## src/rtl/hazard_ctrl_pkg.sv

```systemverilog
// Shared pipeline package: hazard FSM state encoding, the opcodes that read rt,
// and the width of the internal stall counter.
package hazard_ctrl_pkg;

    typedef enum logic [1:0] {
        RUN    = 2'd0,
        STALL  = 2'd1,
        FREEZE = 2'd2
    } hz_state_t;

    localparam logic [5:0] OP_RTYPE = 6'h00;
    localparam logic [5:0] OP_BEQ   = 6'h04;
    localparam logic [5:0] OP_BNE   = 6'h05;
    localparam logic [5:0] OP_SW    = 6'h2B;

    // The largest bubble request is 2, so the remaining-cycles counter holds 0..1.
    localparam int CNT_W = 2;

    // True when the ID instruction actually reads its rt field as a source.
    function automatic logic uses_rt(input logic [5:0] op);
        return (op == OP_RTYPE) || (op == OP_BEQ) || (op == OP_BNE) || (op == OP_SW);
    endfunction

endpackage

```

## src/rtl/hazard_detect.sv

```systemverilog
// Purely combinational hazard detector: how many bubble cycles the ID
// instruction needs before its operands are available (0, 1 or 2).
module hazard_detect
    import hazard_ctrl_pkg::*;
(
    input  logic [5:0] ID_Opcode,
    input  logic [4:0] ID_Rs,
    input  logic [4:0] ID_Rt,
    input  logic       ID_Branch,
    input  logic       EX_MemRead,
    input  logic       EX_RegWrite,
    input  logic [4:0] EX_WriteReg,
    input  logic       MEM_MemRead,
    input  logic [4:0] MEM_WriteReg,
    output logic [1:0] need
);

    logic rt_used;
    logic ex_match;
    logic mem_match;

    // Register 0 is hard-wired, so a match on it never creates a dependency.
    always_comb begin
        rt_used   = uses_rt(ID_Opcode);
        ex_match  = ((ID_Rs != 5'd0) && (ID_Rs == EX_WriteReg)) ||
                    (rt_used && (ID_Rt != 5'd0) && (ID_Rt == EX_WriteReg));
        mem_match = ((ID_Rs != 5'd0) && (ID_Rs == MEM_WriteReg)) ||
                    (rt_used && (ID_Rt != 5'd0) && (ID_Rt == MEM_WriteReg));
        need = 2'd0;
        if (ID_Branch && EX_MemRead && ex_match) begin
            need = 2'd2;
        end else if ((EX_MemRead && ex_match) ||
                     (ID_Branch && EX_RegWrite && ex_match) ||
                     (ID_Branch && MEM_MemRead && mem_match)) begin
            need = 2'd1;
        end
    end

endmodule

```

## src/rtl/hazard_ctrl.sv

```systemverilog
// Pipeline hazard controller: RUN/STALL/FREEZE FSM driving PC/IF-ID enables,
// the ID bubble mux, IF/ID squash and the back-end freeze.
// Optional feature macro: HAZARD_PERF_CNT_EN adds saturating stall_cycles and
// flush_count performance counters.
module hazard_ctrl
    import hazard_ctrl_pkg::*;
#(
    parameter int STALL_CNT_W = 16
)
(
    input  logic       clk,
    input  logic       rst,
    input  logic [5:0] ID_Opcode,
    input  logic [4:0] ID_Rs,
    input  logic [4:0] ID_Rt,
    input  logic       ID_Branch,
    input  logic       ID_Jump,
    input  logic       branch_taken,
    input  logic       EX_MemRead,
    input  logic       EX_RegWrite,
    input  logic [4:0] EX_WriteReg,
    input  logic       MEM_MemRead,
    input  logic [4:0] MEM_WriteReg,
    input  logic       ICACHE_stall,
    input  logic       DCACHE_stall,
    output logic       PC_write,
    output logic       IFID_write,
    output logic       stall,
    output logic       IFID_flush,
`ifdef HAZARD_PERF_CNT_EN
    output logic [STALL_CNT_W-1:0] stall_cycles,
    output logic [STALL_CNT_W-1:0] flush_count,
`endif
    output logic       freeze
);

    hz_state_t        state, saved_state, cur_state, state_nx, saved_state_nx;
    logic [CNT_W-1:0] cnt, saved_cnt, cur_cnt, cnt_nx, saved_cnt_nx;
    logic [1:0]       need;
    logic             cache_stall;

    hazard_detect u_detect (
        .ID_Opcode    (ID_Opcode),
        .ID_Rs        (ID_Rs),
        .ID_Rt        (ID_Rt),
        .ID_Branch    (ID_Branch),
        .EX_MemRead   (EX_MemRead),
        .EX_RegWrite  (EX_RegWrite),
        .EX_WriteReg  (EX_WriteReg),
        .MEM_MemRead  (MEM_MemRead),
        .MEM_WriteReg (MEM_WriteReg),
        .need         (need)
    );

    assign cache_stall = ICACHE_stall | DCACHE_stall;

    // While frozen, the interrupted state/counter are what resume once the caches are ready.
    assign cur_state = (state == FREEZE) ? saved_state : state;
    assign cur_cnt   = (state == FREEZE) ? saved_cnt   : cnt;

    // Outputs and next state: reset, then cache freeze, then ongoing stall, then new hazard, then flush.
    always_comb begin
        state_nx       = cur_state;
        cnt_nx         = cur_cnt;
        saved_state_nx = saved_state;
        saved_cnt_nx   = saved_cnt;
        PC_write       = 1'b1;
        IFID_write     = 1'b1;
        stall          = 1'b0;
        IFID_flush     = 1'b0;
        freeze         = 1'b0;
        if (rst) begin
            PC_write   = 1'b0;
            IFID_write = 1'b0;
            stall      = 1'b1;
            IFID_flush = 1'b1;
        end else if (cache_stall) begin
            PC_write       = 1'b0;
            IFID_write     = 1'b0;
            freeze         = 1'b1;
            state_nx       = FREEZE;
            cnt_nx         = cnt;
            saved_state_nx = cur_state;
            saved_cnt_nx   = cur_cnt;
        end else if (cur_state == STALL) begin
            PC_write   = 1'b0;
            IFID_write = 1'b0;
            stall      = 1'b1;
            cnt_nx     = (cur_cnt == '0) ? '0 : cur_cnt - CNT_W'(1);
            state_nx   = (cur_cnt <= CNT_W'(1)) ? RUN : STALL;
        end else if (need != 2'd0) begin
            PC_write   = 1'b0;
            IFID_write = 1'b0;
            stall      = 1'b1;
            cnt_nx     = need - 2'd1;
            state_nx   = (need > 2'd1) ? STALL : RUN;
        end else if (branch_taken || ID_Jump) begin
            IFID_flush = 1'b1;
        end
    end

    // State, counter and saved context registers with synchronous reset.
    always_ff @(posedge clk) begin
        if (rst) begin
            state       <= RUN;
            cnt         <= '0;
            saved_state <= RUN;
            saved_cnt   <= '0;
        end else begin
            state       <= state_nx;
            cnt         <= cnt_nx;
            saved_state <= saved_state_nx;
            saved_cnt   <= saved_cnt_nx;
        end
    end

`ifdef HAZARD_PERF_CNT_EN
    // Saturating counts of bubble cycles and IF/ID squashes.
    always_ff @(posedge clk) begin
        if (rst) begin
            stall_cycles <= '0;
            flush_count  <= '0;
        end else begin
            if (stall && (stall_cycles != '1)) begin
                stall_cycles <= stall_cycles + STALL_CNT_W'(1);
            end
            if (IFID_flush && (flush_count != '1)) begin
                flush_count <= flush_count + STALL_CNT_W'(1);
            end
        end
    end
`endif

endmodule
```

## config.mk

```make
export PLATFORM = sky130hd
export DESIGN_NAME = hazard_ctrl
export DESIGN_NICKNAME = d
export VERILOG_FILES = /design/src/rtl/hazard_ctrl_pkg.sv /design/src/rtl/hazard_detect.sv /design/src/rtl/hazard_ctrl.sv
export SDC_FILE = /design/constraint.sdc
export NUM_CORES = 1
export LEC_CHECK = 0
export ABC_AREA = 1
export CORE_MARGIN = 1
export CORE_UTILIZATION = 38
export DETAILED_ROUTE_END_ITERATION = 8
export DONT_BUFFER_PORTS = 1
export PLACE_DENSITY = 0.57
export SLEW_MARGIN = 10
export SYNTH_ARGS = -nofsm -noshare
export SYNTH_HDL_FRONTEND = slang
export SYNTH_SLANG_ARGS = --single-unit
```

## constraint.sdc

```tcl
create_clock -name clk -period 2.1 [get_ports clk]
set_clock_uncertainty 0.1 [all_clocks]
set_input_delay 0.63 -clock clk [delete_from_list [all_inputs] [get_ports clk]]
set_output_delay 0.63 -clock clk [all_outputs]
set_load 0.05 [all_outputs]
```

==> impl_metrics.py, run 1 <==
metrics = {
    "logic_synthesis": {
        "yosys-top-cells-count": "nand2_1 (52), inv_1 (24), nor2_1 (21)",
        "yosysUniqueCellTypes": 24,
        "yosys-top-cells-area": "nand2_1 (22%), dfxtp_1 (18%), inv_1 (10%)",
        "synth-seq-cells": 8,
        "postSynthCellCount": 160,
        "seq_area_frac_synth_pct": 17.9,
        "synthDominantCellAreaShare_pct": 21.8,
        "synth_edf_count": 0,
        "yosysMostFrequentCell": "nand2_1",
        "ys_async_sr_fraction_pct": 0,
        "synth.avg_cell_area_um2": 5.61,
        "yosys_warnings": 0,
        "syn_nets": 196,
        "synthesis.area_um2": 897,
        "ys.flop_type": "dfxtp_1",
        "synth_area_leader_cell": "nand2_1",
    },
    "power_and_ir_drop": {
        "power_leakage_nw": 0.573,
        "vdd_drop_max_v": 0.000308,
        "cellPowerDensity_nw_per_um2": 386,
    },
    "sta": {
        "finalSetupViolations": 4,
        "slew_violations": 0,
        "rsz0062_at_grt": "yes",
        "slew_headroom_pct": 61.8,
        "setup_slack_ns": -0.322,
        "clock.fmax_mhz": 413,
        "fin_crit_sh_pct": 115,
        "min_period_ns": 2.42,
        "holdWs_ns": 0.357,
        "worstMarginPinSlew_ns": 0.573,
        "final-hold-violation-count": 0,
        "setup_tns_ns": -1.23,
    },
    "floorplanning": {
        "initial_core_util_pct": 40.6,
        "die_area_um2": 2560,
        "core_area_um2": 2210,
        "row_count": 17,
        "die_w_um": 50.6,
        "dieHeight_um": 50.6,
        "io-pin-count": 41,
    },
    "setup_path": {
        "crit_required_ns": 1.37,
        "endpoint_kind": "output port",
        "crit_type": "in -> out",
        "crit_arrival_ns": 1.69,
        "cp-start-kind": "input pin",
        "cp_max_fo": 2,
    },
    "routing": {
        "drcViolationCount": 0,
        "drt-total-wl_um": 2140,
        "drt_iter0_drc": 13,
        "drt_first_pass_iters": 4,
        "num_vias": 976,
        "wire_per_inst_um": 10.5,
        "ant_nets": 0,
        "via_per_inst": 4.78,
    },
    "flow_run": {
        "cap_violations": 0,
    },
    "global_route": {
        "grt_pass1_wl_um": 3820,
        "overflow": 0,
        "grtUsageTotal_pct": 19.5,
        "grt_pass1_vias": 958,
        "grt_max_degree": 8,
        "antenna_found_initial": 0,
    },
    "clocking": {
        "clk_latency_ns": 0.26,
        "cts_sinks": 8,
        "ctsLongestPathBuffers": 2,
        "cts_tree": "yes",
        "cts-root-buf": "clkbuf_4",
        "numCtsBuffers": 3,
        "htree_levels": 1,
        "clk_pin_slew_worst_paths_ns": 0.05,
    },
    "cells_and_area": {
        "num_antenna_cells": 0,
        "nets": 214,
        "area_growth_pct": 28.0,
        "drive_gt1_share_pct": 25.6,
    },
    "place": {
        "port_buffers": 0,
        "hpwl_um": 1790,
        "place_ws_ns": -0.368,
        "routabilityCongestion": 0.848,
    },
    "hold_path": {
        "hold_class": "reg -> reg",
    },
    "status": {
        "outcome": "finished with violations",
        "violations": "negative setup slack",
    },
}
[cells by family after synthesis]
group           synth area share (%)
simple gates                    47.6
xor+xnor                        9.76
buf+inv                         13.4
flops                           17.9
compound gates                  11.4
[final timing paths]
kind	start	end	slack [ns]	cells after the start
worst max-delay path	ID_Opcode[3]	stall	-0.32	11
worst min register to register	saved_cnt[0]	saved_cnt[0]	0.36	2
worst max register to register	state[0]	cnt[0]	0.65	9
worst min-delay path	saved_cnt[0]	saved_cnt[0]	0.36	2
[metal layers]
metal | share of wire, % | vias up | GRT usage (%)
met5 | 0 | - | 0
li1 | - | 520 | -
met2 | 42 | 41 | 30.0
met1 | 47 | 413 | 24.2
met4 | 0.94 | 0 | 6.02
met3 | 9.9 | 2 | 8.48
[cell usage in the layout (no fill, tap or decap), drive strengths merged]
cell type,count
or2,2
nand2,57
xnor2,8
a21o,1
clkbuf,3
xor2,2
o31ai,1
a21oi,3
o21ai,13
inv,30
nand3,8
nand4,3
nor2,23
buf,14
dfxtp,8
[flip-flops by register name, summed over array words and instances (netlist names)]
register and count:
saved_cnt 2, cnt 2, saved_state 2, state 2
[per-stage QoR]
stage	instances	total power, mW	area, um^2	utilization, %
after floorplan	160	0.280	932	-
after global placement	200	0.318	1090	49.3
after detailed placement	200	0.320	1090	49.3
after CTS	204	0.447	1140	51.7
after global routing	204	0.475	1150	51.9
final	204	0.443	1150	51.9
[worst max-delay path: stages]
cell and delay, ns:
or2_0 0.20, nand2_1 0.06, nand2_1 0.06, nor2_2 0.12
nand2_2 0.08, nand2_4 0.07, nand2_4 0.05, nand3_4 0.09
inv_4 0.05, o21ai_4 0.14, buf_12 0.15
[area by class of cell]
type	count	area, um^2
clock buffer	3	22.5
multi-input combinational	121	666
sequential	8	160
fill	245	1060
timing repair buffer	14	143
inverter	30	123
tap	28	35.0
[power breakdown]
part,leakage (nW),switching (mW),internal (mW)
clock,0.0138,0.0543,0.0655
sequential,0.0652,0.00279,0.158
combinational,0.494,0.0908,0.0722
[timing repair]
| action | in CTS | in global routing |
|---|---|---|
| setup endpoints to repair | 5 | 4 |
| hold buffers | 0 | 0 |
| gates resized for setup | 7 | 3 |
| setup buffers | 1 | 0 |
| pin swaps | 10 | 3 |
Note: power is estimated with default switching activity, not from simulation.
==> run 2, diff against run 1 <==
--- a/config.mk
+++ b/config.mk
@@ -7,11 +7,11 @@
 export LEC_CHECK = 0
 export ABC_AREA = 1
 export CORE_MARGIN = 1
-export CORE_UTILIZATION = 38
+export CORE_UTILIZATION = 37
 export DETAILED_ROUTE_END_ITERATION = 8
-export DONT_BUFFER_PORTS = 1
-export PLACE_DENSITY = 0.57
+export PLACE_DENSITY = 0.79
 export SLEW_MARGIN = 10
 export SYNTH_ARGS = -nofsm -noshare
 export SYNTH_HDL_FRONTEND = slang
+export SYNTH_HIERARCHICAL = 1
 export SYNTH_SLANG_ARGS = --single-unit
==> run 2 against run 1 <==
  * The run still ends with negative setup slack left
  * Wire length increased by 33%
  * Core utilization rose by 16 points
  * Final area rose by 33%
  * Critical path type unchanged
  * Cell count is 22% higher
  * Largest cell class unchanged
  * Combinational power increased by 52%
  * Global-route usage up 1.7 points
==> impl_metrics.py, run 2 <==
metrics = {
    "status": {
        "outcome": "finished with violations",
        "violations": "negative setup slack",
    },
    "setup_path": {
        "r2r_start": "state[1]",
        "cp_top_family": "simple AND/OR/NAND/NOR gates",
        "path_buf_inv": 3,
        "startpoint": "ID_Rs[3]",
        "endpoint_kind": "output port",
        "cp_max_fo": 3,
        "worstPathCellList": "buf_2 -> or2_1 -> nor2_2 -> nor2_2 -> nand2_2 -> a21oi_4 -> buf_4 -> nor2_4 -> nand2_2 -> nor2_4 -> buf_12",
        "cp-start-kind": "input pin",
        "r2r_end": "cnt[0]",
        "crit_required_ns": 1.37,
        "crit_arrival_ns": 2.15,
        "cp_slowest_cell": "or2_1",
        "r2r_slack_ns": 0.77,
        "crit_path_max_incr_delay_ns": 0.24,
        "reg2reg_depth": 7,
        "crit_type": "in -> out",
    },
    "logic_synthesis": {
        "yosysUniqueCellTypes": 25,
        "synthDominantCellAreaShare_pct": 27.7,
        "ys.flop_type": "dfxtp_1",
        "yosys-top-cells-count": "nand2_1 (66), inv_1 (24), nor2_1 (15)",
        "ys_async_sr_fraction_pct": 0,
        "syn_nets": 200,
        "synth-seq-cells": 8,
        "seq_area_frac_synth_pct": 17.9,
        "synth.avg_cell_area_um2": 5.45,
        "yosys_warnings": 6,
        "synth_edf_count": 0,
        "yosys-top-cells-area": "nand2_1 (28%), dfxtp_1 (18%), inv_1 (10%)",
        "postSynthCellCount": 164,
        "yosysMostFrequentCell": "nand2_1",
        "synthesis.area_um2": 895,
        "synth_area_leader_cell": "nand2_1",
    },
    "hold_path": {
        "worstHoldStart": "saved_cnt[0]",
        "hold_end": "saved_cnt[0]",
        "hold_class": "reg -> reg",
        "hold_depth": 2,
    },
    "clocking": {
        "clk_pin_slew_worst_paths_ns": 0.05,
        "cts-root-buf": "clkbuf_4",
        "cts_tree": "yes",
        "htree_levels": 1,
        "clk_latency_ns": 0.26,
        "cts_sinks": 8,
        "ctsLongestPathBuffers": 2,
        "numCtsBuffers": 3,
    },
    "routing": {
        "via_per_inst": 4.71,
        "ant_nets": 0,
        "drt_first_pass_iters": 4,
        "drcViolationCount": 0,
        "wire_per_inst_um": 11.5,
        "num_vias": 1173,
        "drt_iter0_drc": 18,
        "drt-total-wl_um": 2850,
    },
    "cells_and_area": {
        "final_common_cell": "nand2_1",
        "area_growth_pct": 70.2,
        "drive_gt1_share_pct": 34.4,
        "finalInstanceArea_um2": 1520,
        "num_antenna_cells": 0,
        "multi_input_area_um2": 732,
        "nets": 259,
        "stdcell_count": 249,
        "seq_area_um2": 160,
        "n_fill_cell": 201,
        "final_cell_mix": "nand2_1 (63), inv_1 (23), buf_2 (17)",
    },
    "sta": {
        "setup_slack_ns": -0.782,
        "worstMarginPinSlew_ns": 0.257,
        "min_period_ns": 2.88,
        "fin_crit_sh_pct": 137,
        "slew_headroom_pct": 82.8,
        "clock.fmax_mhz": 347,
        "finalSetupViolations": 4,
        "final-hold-violation-count": 0,
        "rsz0062_at_grt": "yes",
        "slew_violations": 0,
    },
    "floorplanning": {
        "die_w_um": 51.2,
        "io-pin-count": 41,
        "initial_core_util_pct": 39.7,
        "row_count": 17,
        "core_area_um2": 2250,
        "die_area_um2": 2620,
        "dieHeight_um": 51.2,
    },
    "global_route": {
        "antenna_found_initial": 0,
        "grt_pass1_wl_um": 4230,
        "grtUsageTotal_pct": 21.2,
        "overflow": 0,
        "grt_max_degree": 6,
        "grt_pass1_vias": 1105,
    },
    "power_and_ir_drop": {
        "power_leakage_nw": 0.818,
        "p_seq_share_pct": 30.3,
        "cellPowerDensity_nw_per_um2": 342,
        "p_sw_share_pct": 34.4,
        "p_int_uw": 342,
        "vdd_drop_max_v": 0.000236,
        "clock_power_share_pct": 22.4,
        "p_comb_share_pct": 47.4,
        "total_power_uw": 521,
        "p_switching_uw": 179,
    },
    "place": {
        "routabilityCongestion": 0.855,
        "hpwl_um": 2150,
        "port_buffers": 40,
        "dpl_cell_area_um2": 1490,
        "dp_cells": 242,
        "place_ws_ns": -1.11,
    },
    "flow_run": {
        "cap_violations": 0,
    },
}
[run 2: cell types whose count changed after synthesis, moves of 3 or more]
cell,previous run,this run
nand2_1,52,66
o21ai_1,8,1
nor2_1,21,15
nand3_1,4,9
inv_2,6,2
nand3_2,3,0
o21ai_0,4,7
[run 2: routing by layer]
metal  vias to the layer above  part of all wire, %  track usage, %
met4                         0                  2.7            11.1
met3                         9                  3.8            2.08
met2                        37                   54            41.0
met5                         -                    0               0
met1                       512                   39            22.1
li1                        615                    -               -
[run 2: worst max-delay path by stage]
stage	end	slack, ns	cells after the start
final	IFID_write	-0.78	11
after global routing	IFID_write	-0.87	12
after CTS	IFID_write	-0.74	12
after detailed placement	IFID_write	-1.11	14
after global placement	PC_write	-1.06	14
after floorplan	PC_write	-0.79	11
[run 2: worst register-to-register path, delay by kind of cell, from the launching register on]
kind | cells | cell delay, ns
buffers and inverters | 1 | 0.06
and+or+nand+nor | 5 | 0.50
AOI/OAI and AO/OA | 1 | 0.25
DFF | 1 | 0.36
[run 2: repair_timing]
action / in CTS / in global routing
pin swaps: 27 / 17
buffers inserted: 2 / 2
endpoints found under the setup margin: 9 / 9
resized for setup: 87 / 24
hold buffers: 0 / 0
[run 2: layout make-up]
class | instances | share of cell area (%)
sequential | 8 | 10.5
tap | 28 | 2.30
clock buffer | 3 | 1.48
multi-input combinational | 129 | 48.1
inverter | 26 | 6.41
timing repair buffer | 55 | 31.2
[run 2: kinds of logic after synthesis]
kind of cell    synth area share (%)
simple gates                    48.1
buf+inv                         11.7
compound gates                  11.5
xor+xnor                        10.8
flops                           17.9
[run 2: power by group through the flow]
| stage | combinational [mW] | sequential, mW | clock [mW] |
|---|---|---|---|
| after CTS | 0.232 | 0.158 | 0.119 |
| after global routing | 0.265 | 0.158 | 0.125 |
| after detailed placement | 0.242 | 0.161 | 0 |
| after floorplan | 0.109 | 0.160 | 0 |
| final | 0.247 | 0.158 | 0.117 |
| after global placement | 0.237 | 0.161 | 0 |
[run 2: through the flow]
step / util [%] / hold slack (ns) / setup TNS [ns]
after floorplan: - / 0.326 / -2.79
after global placement: 66.0 / 0.342 / -6.16
after detailed placement: 66.0 / 0.351 / -6.50
after CTS: 65.6 / 0.365 / -3.12
after global routing: 67.5 / 0.380 / -3.59
final: 67.5 / 0.363 / -3.01
==> run 3, diff against run 2 <==
--- a/config.mk
+++ b/config.mk
@@ -13,5 +13,4 @@
 export SLEW_MARGIN = 10
 export SYNTH_ARGS = -nofsm -noshare
 export SYNTH_HDL_FRONTEND = slang
-export SYNTH_HIERARCHICAL = 1
 export SYNTH_SLANG_ARGS = --single-unit
==> run 3 against run 2 <==
  * The run still ends with negative setup slack left
  * Sequential share of layout area shrank 0.61 points
  * Final area grew 6.2%
  * Largest power group unchanged
  * Non-clock buffer count grew 1
  * Critical endpoint is now stall
  * Wire length shrank 1.9%
  * Cell count shrank 1.2%
  * Count of clock-buffer cells in the layout is the same
  * First-iteration DRC count grew 11%
  * Core utilization grew 4.2 points
  * Critical path depth grew 1
  * Fmax grew 13%
  * Critical path type unchanged
==> impl_metrics.py, run 3 (synthesized netlist as in run 1, its figures left out) <==
metrics = {
    "place": {
        "routabilityCongestion": 0.872,
        "port_buffers": 40,
        "hpwl_um": 2120,
        "place_ws_ns": -1.01,
        "dpl_cell_area_um2": 1500,
    },
    "sta": {
        "min_period_ns": 2.55,
        "slew_violations": 0,
        "rsz0062_at_grt": "yes",
        "setup_tns_ns": -1.76,
        "final-hold-violation-count": 0,
        "worstMarginPinSlew_ns": 0.291,
        "clock.fmax_mhz": 393,
        "fin_crit_sh_pct": 121,
        "slew_headroom_pct": 80.4,
        "setup_slack_ns": -0.447,
        "finalSetupViolations": 4,
    },
    "power_and_ir_drop": {
        "p_sw_share_pct": 35.1,
        "total_power_uw": 553,
        "p_int_uw": 359,
        "clock_power_share_pct": 21.5,
        "power_leakage_nw": 0.820,
        "cellPowerDensity_nw_per_um2": 342,
        "p_switching_uw": 194,
        "p_comb_share_pct": 49.5,
        "p_seq_share_pct": 29.0,
        "vdd_drop_max_v": 0.000296,
    },
    "clocking": {
        "clk_latency_ns": 0.25,
        "ctsLongestPathBuffers": 2,
        "numCtsBuffers": 3,
        "cts_tree": "yes",
        "htree_levels": 1,
        "cts-root-buf": "clkbuf_4",
        "cts_sinks": 8,
        "clk_pin_slew_worst_paths_ns": 0.06,
    },
    "cells_and_area": {
        "final_common_cell": "nand2_1",
        "num_antenna_cells": 0,
        "drive_gt1_share_pct": 42.7,
        "post-route-util_pct": 71.7,
        "nets": 256,
        "finalInstanceArea_um2": 1620,
        "final_cell_mix": "nand2_1 (45), inv_1 (18), nor2_1 (14), buf_4 (14), buf_6 (13)",
        "area_growth_pct": 80.2,
    },
    "routing": {
        "wire_per_inst_um": 11.4,
        "num_vias": 1179,
        "ant_nets": 0,
        "routed.top_layer": "met4",
        "met1Wirelength_um": 1050,
        "drcViolationCount": 0,
        "via_per_inst": 4.79,
        "drt-total-wl_um": 2800,
        "drt_iter0_drc": 20,
        "met2_length_um": 1590,
        "dr_wl_met3_um": 86,
        "drt_first_pass_iters": 6,
    },
    "global_route": {
        "grt_max_degree": 8,
        "antenna_found_initial": 0,
        "grt_pass1_wl_um": 4220,
        "grtUsageTotal_pct": 20.9,
        "grt_pass1_vias": 1117,
        "overflow": 0,
    },
    "floorplanning": {
        "die_w_um": 51.2,
        "die_area_um2": 2630,
        "row_count": 17,
        "io-pin-count": 41,
        "core_area_um2": 2250,
        "initial_core_util_pct": 39.8,
        "dieHeight_um": 51.2,
    },
    "setup_path": {
        "cp_max_fo": 3,
        "crit_required_ns": 1.37,
        "endpoint_kind": "output port",
        "cp-start-kind": "input pin",
        "crit_type": "in -> out",
        "crit_arrival_ns": 1.82,
        "r2r_slack_ns": 0.59,
    },
    "status": {
        "violations": "negative setup slack",
        "outcome": "finished with violations",
    },
    "flow_run": {
        "cap_violations": 0,
    },
    "hold_path": {
        "hold_class": "reg -> reg",
    },
}
[run 3: timing repair]
item,4_1_cts,5_1_grt
setup endpoints to repair,6,4
gates resized for setup,119,44
buffers inserted,3,1
pin swaps,39,34
hold buffers,0,0
[run 3: worst paths after layout]
| check | startpoint | end | cells past startpoint |
|---|---|---|---|
| worst min-delay path | cnt[0] | cnt[0] | 2 |
| worst max-delay path | ID_Opcode[3] | stall | 12 |
| worst min register to register | cnt[0] | cnt[0] | 2 |
| worst max register to register | saved_state[1] | cnt[0] | 9 |
[run 3: layer usage]
layer  global-route usage, %  up-vias
met2                    42.1       39
li1                        -      601
met5                       0        -
met1                    21.1      533
met3                    1.19        6
met4                    10.8        0
[run 3: final cells by class]
class / instances / area [um^2]
fillers: 191 / 638
repair buffers: 56 / 537
well taps: 28 / 35.0
clock buffers: 3 / 22.5
flip-flops and latches: 8 / 160
multi-input cells: 121 / 739
inverters: 30 / 123
[run 3: power by group through the flow]
stage                     registers [mW]  logic, mW  clock network (mW)
after detailed placement           0.164      0.252                   0
after CTS                          0.161      0.246               0.118
after global placement             0.164      0.246                   0
after floorplan                    0.163      0.117                   0
after global routing               0.161      0.294               0.132
final                              0.160      0.274               0.119
[run 3: worst max-delay path, cell delays in order]
cell and delay [ns]:
buf_6 0.09, or2_0 0.20, nand2_1 0.07, nand2_2 0.06
nor2_4 0.11, nand2_1 0.06, nand2_1 0.07, nand2_2 0.07
nand3_4 0.09, inv_4 0.06, o21ai_4 0.14, buf_12 0.15
[run 3: metrics by stage]
step                      hold slack [ns]  instances
after global placement              0.340        239
after CTS                           0.365        245
after global routing                0.396        246
final                               0.364        246
after detailed placement            0.350        239
after floorplan                     0.329        160
